==> src/rtl/stripe_painter.sv <==
// Pipelined stripe painter: maps (frame, x, y) to packed {B,G,R} after three cycles.
// Define PAINTER_FREEZE_EN to add a freeze input that holds the animation phase.
module stripe_painter #(
  parameter int FRAME_BITS  = 16,
  parameter int COORD_BITS  = 6,
  parameter int CHAN_BITS   = 8,
  parameter int STRIPE_LOG2 = 2,
  parameter int HUE_SHIFT   = 2
) (
  input  logic                   clk,
  input  logic                   resetn,
  input  logic [FRAME_BITS-1:0]  frame,
  input  logic [7:0]             subframe,
  input  logic [COORD_BITS-1:0]  x,
  input  logic [COORD_BITS-1:0]  y,
  input  logic                   pix_valid,
`ifdef PAINTER_FREEZE_EN
  input  logic                   freeze,
`endif
  input  logic                   mode_step,
  output logic [3*CHAN_BITS-1:0] rgb,
  output logic                   rgb_valid,
  output logic [1:0]             mode
);

  typedef enum logic [1:0] {
    MODE_STRIPES = 2'd0,
    MODE_FILL    = 2'd1,
    MODE_NODIM   = 2'd2,
    MODE_BLACK   = 2'd3
  } mode_t;

  localparam logic [COORD_BITS-1:0] STRIPE_MASK = COORD_BITS'((1 << STRIPE_LOG2) - 1);

  // Replicates a 5-bit level MSB-first across the full channel width.
  function automatic logic [CHAN_BITS-1:0] widen5(input logic [4:0] d);
    logic [CHAN_BITS-1:0] w;
    w = '0;
    for (int i = 0; i < CHAN_BITS; i++) begin
      w[CHAN_BITS-1-i] = d[4-(i%5)];
    end
    return w;
  endfunction

  mode_t                 r_mode;
  mode_t                 w_modeNext;
  logic                  r_pending;
  logic                  w_pendingNext;
  logic [FRAME_BITS-1:0] r_lastFrame;
  logic                  w_boundary;

  assign w_boundary = pix_valid && (frame != r_lastFrame);

  always_ff @(posedge clk or negedge resetn) begin
    if (!resetn) begin
      r_mode      <= MODE_STRIPES;
      r_pending   <= 1'b0;
      r_lastFrame <= '0;
    end else begin
      r_mode    <= w_modeNext;
      r_pending <= w_pendingNext;
      if (pix_valid) begin
        r_lastFrame <= frame;
      end
    end
  end

  // A step arriving on a boundary cycle is held over to the following boundary.
  always_comb begin
    w_modeNext    = r_mode;
    w_pendingNext = r_pending | mode_step;
    if (w_boundary) begin
      w_pendingNext = mode_step;
      if (r_pending) begin
        case (r_mode)
          MODE_STRIPES: w_modeNext = MODE_FILL;
          MODE_FILL:    w_modeNext = MODE_NODIM;
          MODE_NODIM:   w_modeNext = MODE_BLACK;
          default:      w_modeNext = MODE_STRIPES;
        endcase
      end
    end
  end

  assign mode = r_mode;

  logic [7:0] w_huePhase;
  logic [5:0] w_frameLow;

`ifdef PAINTER_FREEZE_EN
  logic [7:0] r_snapHue;
  logic [5:0] r_snapLow;

  always_ff @(posedge clk or negedge resetn) begin
    if (!resetn) begin
      r_snapHue <= '0;
      r_snapLow <= '0;
    end else if (w_boundary && !freeze) begin
      r_snapHue <= frame[HUE_SHIFT +: 8];
      r_snapLow <= frame[5:0];
    end
  end

  assign w_huePhase = (w_boundary && !freeze) ? frame[HUE_SHIFT +: 8] : r_snapHue;
  assign w_frameLow = (w_boundary && !freeze) ? frame[5:0] : r_snapLow;
`else
  assign w_huePhase = frame[HUE_SHIFT +: 8];
  assign w_frameLow = frame[5:0];
`endif

  logic [7:0] w_xHalf;
  logic [7:0] w_hue;
  logic [5:0] w_ym;
  logic [4:0] w_dim;
  logic       w_inStripe;

  assign w_xHalf    = 8'(x >> 1);
  assign w_hue      = w_huePhase - w_xHalf;
  assign w_ym       = x[5:0] + y[5:0] + w_frameLow;
  assign w_dim      = w_ym[5] ? (5'd31 - w_ym[4:0]) : w_ym[4:0];
  assign w_inStripe = ((x & STRIPE_MASK) == '0);

  logic       r1Valid;
  logic [7:0] r1Hue;
  logic [4:0] r1Dim;
  logic       r1Stripe;
  logic       r1Black;
  logic [7:0] r1Sub;

  // The mode is folded in here so every pixel sees exactly one mode.
  always_ff @(posedge clk or negedge resetn) begin
    if (!resetn) begin
      r1Valid  <= 1'b0;
      r1Hue    <= '0;
      r1Dim    <= '0;
      r1Stripe <= 1'b0;
      r1Black  <= 1'b0;
      r1Sub    <= '0;
    end else begin
      r1Valid  <= pix_valid;
      r1Hue    <= w_hue;
      r1Dim    <= (w_modeNext == MODE_NODIM) ? 5'd0 : w_dim;
      r1Stripe <= (w_modeNext == MODE_FILL) || w_inStripe;
      r1Black  <= (w_modeNext == MODE_BLACK);
      r1Sub    <= subframe;
    end
  end

  logic [2:0] w_solid;
  logic [2:0] w_grad;
  logic       w_down;
  logic [4:0] w_gdist;

  always_comb begin
    w_solid = 3'b000;
    w_grad  = 3'b001;
    w_down  = 1'b0;
    case (r1Hue[7:5])
      3'd0: begin w_solid = 3'b000; w_grad = 3'b001; w_down = 1'b0; end
      3'd1: begin w_solid = 3'b001; w_grad = 3'b010; w_down = 1'b0; end
      3'd2: begin w_solid = 3'b010; w_grad = 3'b001; w_down = 1'b1; end
      3'd3: begin w_solid = 3'b010; w_grad = 3'b100; w_down = 1'b0; end
      3'd4: begin w_solid = 3'b110; w_grad = 3'b001; w_down = 1'b0; end
      3'd5: begin w_solid = 3'b101; w_grad = 3'b010; w_down = 1'b1; end
      3'd6: begin w_solid = 3'b100; w_grad = 3'b001; w_down = 1'b1; end
      default: begin w_solid = 3'b000; w_grad = 3'b100; w_down = 1'b1; end
    endcase
  end

  assign w_gdist = w_down ? (5'd31 - r1Hue[4:0]) : r1Hue[4:0];

  logic       r2Valid;
  logic [2:0] r2Solid;
  logic [2:0] r2Grad;
  logic [4:0] r2Gdist;
  logic [4:0] r2Dim;
  logic       r2Stripe;
  logic       r2Black;
  logic [7:0] r2Sub;

  always_ff @(posedge clk or negedge resetn) begin
    if (!resetn) begin
      r2Valid  <= 1'b0;
      r2Solid  <= '0;
      r2Grad   <= '0;
      r2Gdist  <= '0;
      r2Dim    <= '0;
      r2Stripe <= 1'b0;
      r2Black  <= 1'b0;
      r2Sub    <= '0;
    end else begin
      r2Valid  <= r1Valid;
      r2Solid  <= w_solid;
      r2Grad   <= w_grad;
      r2Gdist  <= w_gdist;
      r2Dim    <= r1Dim;
      r2Stripe <= r1Stripe;
      r2Black  <= r1Black;
      r2Sub    <= r1Sub;
    end
  end

  // Subframe travels with the pixel for the downstream PWM stage but has no colour effect.
  logic w_unusedSub;
  assign w_unusedSub = ^r2Sub;

  logic [4:0]             w_gradLevel5;
  logic [4:0]             w_solidLevel5;
  logic [CHAN_BITS-1:0]   w_gradLevel;
  logic [CHAN_BITS-1:0]   w_solidLevel;
  logic [3*CHAN_BITS-1:0] w_rgb;

  assign w_gradLevel5  = (r2Gdist > r2Dim) ? (r2Gdist - r2Dim) : 5'd0;
  assign w_solidLevel5 = 5'd31 - r2Dim;
  assign w_gradLevel   = widen5(w_gradLevel5);
  assign w_solidLevel  = widen5(w_solidLevel5);

  always_comb begin
    w_rgb = '0;
    for (int c = 0; c < 3; c++) begin
      if (r2Black || !r2Stripe) begin
        w_rgb[c*CHAN_BITS +: CHAN_BITS] = '0;
      end else if (r2Grad[c]) begin
        w_rgb[c*CHAN_BITS +: CHAN_BITS] = w_gradLevel;
      end else if (r2Solid[c]) begin
        w_rgb[c*CHAN_BITS +: CHAN_BITS] = w_solidLevel;
      end
    end
  end

  always_ff @(posedge clk or negedge resetn) begin
    if (!resetn) begin
      rgb       <= '0;
      rgb_valid <= 1'b0;
    end else begin
      rgb       <= w_rgb;
      rgb_valid <= r2Valid;
    end
  end

endmodule
==> config.mk <==
export PLATFORM = sky130hd
export DESIGN_NAME = stripe_painter
export DESIGN_NICKNAME = d
export VERILOG_FILES = /design/src/rtl/stripe_painter.sv
export SDC_FILE = /design/constraint.sdc
export NUM_CORES = 1
export LEC_CHECK = 0
export CORE_MARGIN = 2
export CORE_UTILIZATION = 52
export DETAILED_ROUTE_END_ITERATION = 10
export PLACE_DENSITY = 0.8
export SETUP_SLACK_MARGIN = 0.4
export SYNTH_ARGS = -nofsm -noshare
export SYNTH_HDL_FRONTEND = slang
export SYNTH_SLANG_ARGS = --single-unit
==> constraint.sdc <==
create_clock -name clk -period 2.2 [get_ports clk]
set_input_delay 0.44 -clock clk [delete_from_list [all_inputs] [get_ports clk]]
set_output_delay 0.44 -clock clk [all_outputs]
set_load 0.01 [all_outputs]
==> summary.txt <==
Clocking
  • Clk root buf: clkbuf_8
  • Worst-Skew Late Latency: between 300 and 400 ps
  • H-tree depth: 3
  • Longest Clk Path Bufs: 2
  • Clock transition at the registers of the reported paths: about 70 ps
  • CTS tree: yes
  • CTS Buf Count: 9
  • CTS Sinks: 70

Drt
  • Drc violations: 0
  • Antenna-violating nets left: 0
  • Drt pass-1 iters: 4
  • Wire per inst: roughly 16 microns
  • Vias: about 2,500
  • Final WL: 7.349 mm
  • Avg Vias per Cell: 5.272
  • DRT iter0 DRCs: 168

Floorplanning
  • Die width: 85.49 microns
  • Die Y: 85.49 microns
  • Initial Utilization: 54.08%
  • Number of I/O pins: 67
  • Std-Cell Rows: 29
  • Die ar.: 0.007309 sq mm
  • Core footprint: 0.006386 sq mm

Timing
  • Setup violators final: 0
  • Final min period: approximately 2200 ps
  • Final setup margin: 16.64 ps
  • Post-route clock period utilization: 99.24%
  • RSZ-0062 raised after global routing: yes
  • Final Hold Vio Count: 0
  • Worst Tran Pin Value: 613.5 ps
  • Pins Over Slew Limit: 0
  • Hold slack final: about 96 ps
  • Max Fclk: between 400 and 500 MHz
  • Clk_skew: between 8 and 9 ps
  • Rel. slew slack: 57.93%

Synth
  • Synthesized area: ~0.0035 sq mm
  • Sequential share of the synthesized area: a little over 50%
  • Area contributors post-synth: dfrtp_1 51%, mux2_2 5.9%, ha_1 5.8%
  • Mux cell area share after synthesis: under 10%
  • Synth Area in Compound Gates: 8.551%
  • Synth Area in Simple Gates: under 10%
  • Post-Synth XOR/XNOR Area: 9.601%
  • Syn_area_per_cell: 11.75 sq um
  • Net Count, Synth: 358
  • Yosys cell types: 42
  • Ys Warns: 0
  • Area fraction of the dominant cell type after synthesis: 50.72%
  • Syn Inst Count: 294
  • Synth Area in Adders: 10.43%
  • Synth Register Bits: 70
  • Area leader, netlist: dfrtp_1
  • Largest family of logic cells by synthesized area: adder cells

Setup path
  • Reg2reg end: r1Dim[1]
  • R2R Setup Slk: 120 ps
  • Worst setup SP type: input port
  • Setup CP Type: in2reg
  • Crit-path max FO: 4
  • Worst EP required: 2450 ps
  • RR Startpoint: r_lastFrame[10]
  • Path depth of the worst reg2reg path: 7
  • CP endpoint kind: flip-flop
  • Crit path DAT: 2430 ps

Global route
  • Total gr overflow: 0
  • Number of global-route vias before repair: approximately 2,700
  • Largest net degree at the start of global routing: 71
  • Initial antenna violation count: 0
  • All-layer global routing usage: 21.93%
  • First-pass GRT wire length: 12.12 mm

Power
  • Flop pwr share: 34.1%
  • Internal power: 3391 uW
  • Peak VDD IR: 0.6281 mV
  • Net switching power: between 1500 and 2000 uW
  • Clock share of power: roughly 17%
  • Pwr dens: around 1100 mW/mm^2
  • Leakage: around 0.0022 uW
  • Proportion of power drawn by combinational gates: about half
  • Switching share of total power: 36.65%

Layout
  • Finished Core Util: 75.04%
  • Number of diodes: 0
  • Most frequent cells in the layout: 69 x dfrtp_1, 32 x clkdlybuf4s50_1, 31 x buf_4
  • Fillers: 422
  • Share of layout cells above drive strength 1: ~33%
  • Commonest non-fill, non-tap cell in the layout: dfrtp_1
  • Area grow syn2layout: 38.77%
  • Post-layout nets: about 450

Placement
  • HPWL after DPL: 5.092 mm
  • Placer Congestion: around 0.83
  • Port buffer count: just under 60
  • Pre-CTS setup slack: -882.0 ps

Flow run
  • # Max-Cap Violations: 0

Worst hold path
  • HP Class: in2async

Status
  • Status: completed
## registers in the layout, indices dropped and copies added (netlist names)
name and count:
mode 2, r1Hue 8, r1Dim 5, r_pending 1, r2Solid 3, r2Grad 3, rgb_valid 1, r2Gdist 5
r1Black 1, r1Stripe 1, r2Black 1, r2Dim 5, r2Stripe 1, r_lastFrame 16, rgb 15, r1Valid 1
r2Valid 1
## per-stage QoR
step	area (sq um)	std cells	TNS [ps]	total power, uW
2_1_floorplan	3475	294	-945.1	3028
3_3_place_gp	4297	446	-5196	3640
3_5_place_dp	4297	446	-6056	3773
4_1_cts	4701	469	-26.51	5177
5_1_grt	4792	471	-247.8	5665
6_report	4792	471	0	5353
## power groups by stage
stage | logic (uW) | registers [uW] | clock network (uW)
after floorplan | 1200 | 1830 | 0
after global placement | 1850 | 1790 | 0
after detailed placement | 1960 | 1820 | 0
after CTS | 2420 | 1810 | 948
after global routing | 2790 | 1860 | 1010
final | 2600 | 1820 | 932
## critical path: stages
cell and delay (ps):
buf_8 80, inv_4 30, fa_1 470, inv_2 80, ha_4 130, inv_2 40, fa_2 380, inv_2 60
a21o_1 120, a21oi_2 70, xnor2_2 190, buf_6 170, xnor2_2 110, nor2_1 50
## cell families (layout without fill, tap and decap cells)
logic type / Yosys count / in the layout
compound gates: 43 / 43
mux: 20 / 20
fa+ha+maj: 24 / 24
simple gates: 58 / 58
buf+inv: 42 / 142
flops: 70 / 70
xor+xnor: 37 / 37
## metal layers
| layer | GRT usage [%] | up-vias | wire, microns |
|---|---|---|---|
| li1 | - | 1166 | - |
| met1 | 22.83 | 1221 | 2807 |
| met2 | 40.55 | 75 | 3972 |
| met3 | 5.775 | 21 | 332 |
| met4 | 10.82 | 0 | 237 |
| met5 | 0 | - | 0 |
## worst max-delay path by stage
stage                  start        to  slack [ps]  cells past startpoint
floorplan               x[1]  r1Dim[2]        -200                     12
global placement        x[1]  r1Dim[0]        -790                     14
detailed placement      x[1]  r1Dim[1]        -880                     14
CTS                     x[1]  r1Dim[4]         -20                     14
global route        frame[1]  r1Dim[1]         -70                     14
finish              frame[1]  r1Dim[1]          20                     14
## area by class of cell
class / instances / area [sq um] / area share (%)
clock buffer: 11 / 141.4 / 2.950
sequential: 70 / 1753 / 36.58
tap: 77 / 96.34 / 2.010
multi-input combinational: 182 / 1768 / 36.89
clock inverter: 5 / 35.03 / 0.7311
inverter: 30 / 122.6 / 2.559
timing repair buffer: 96 / 875.8 / 18.28
## synthesized netlist by cell type
cell and count:
nand2_1 10, nor2b_1 8, xnor2_2 1, a21boi_0 1, nand3_1 1, o21ai_0 10, a311o_1 1, ha_1 16
or3_1 1, nor3_2 1, and3_1 2, buf_4 9, a22oi_1 1, a22o_1 6, buf_1 1, xor2_1 19
nor3_1 4, a211oi_1 2, and4_1 1, buf_2 1, or2_0 1, a21oi_1 10, dfrtp_1 70, a211o_1 1
inv_1 30, or3b_1 1, o21a_1 2, nor4_1 4, o211ai_1 1, nand2b_1 3, mux2i_1 2, a311oi_1 3
nand4_1 1, xnor2_1 17, a21o_1 4, nand3_2 1, and2_1 1, nor2_1 18, clkbuf_1 1, mux2_2 18
a2111oi_2 1, fa_1 8
## timing repair
item / in CTS / in global routing
setup buffers: 7 / 2
hold endpoints to repair: 0 / 0
hold buffers: 0 / 0
endpoints found under the setup margin: 29 / 28
pin swaps: 42 / 33
gates resized for setup: 85 / 28
No activity file was read; power rests on OpenSTA's default activity.
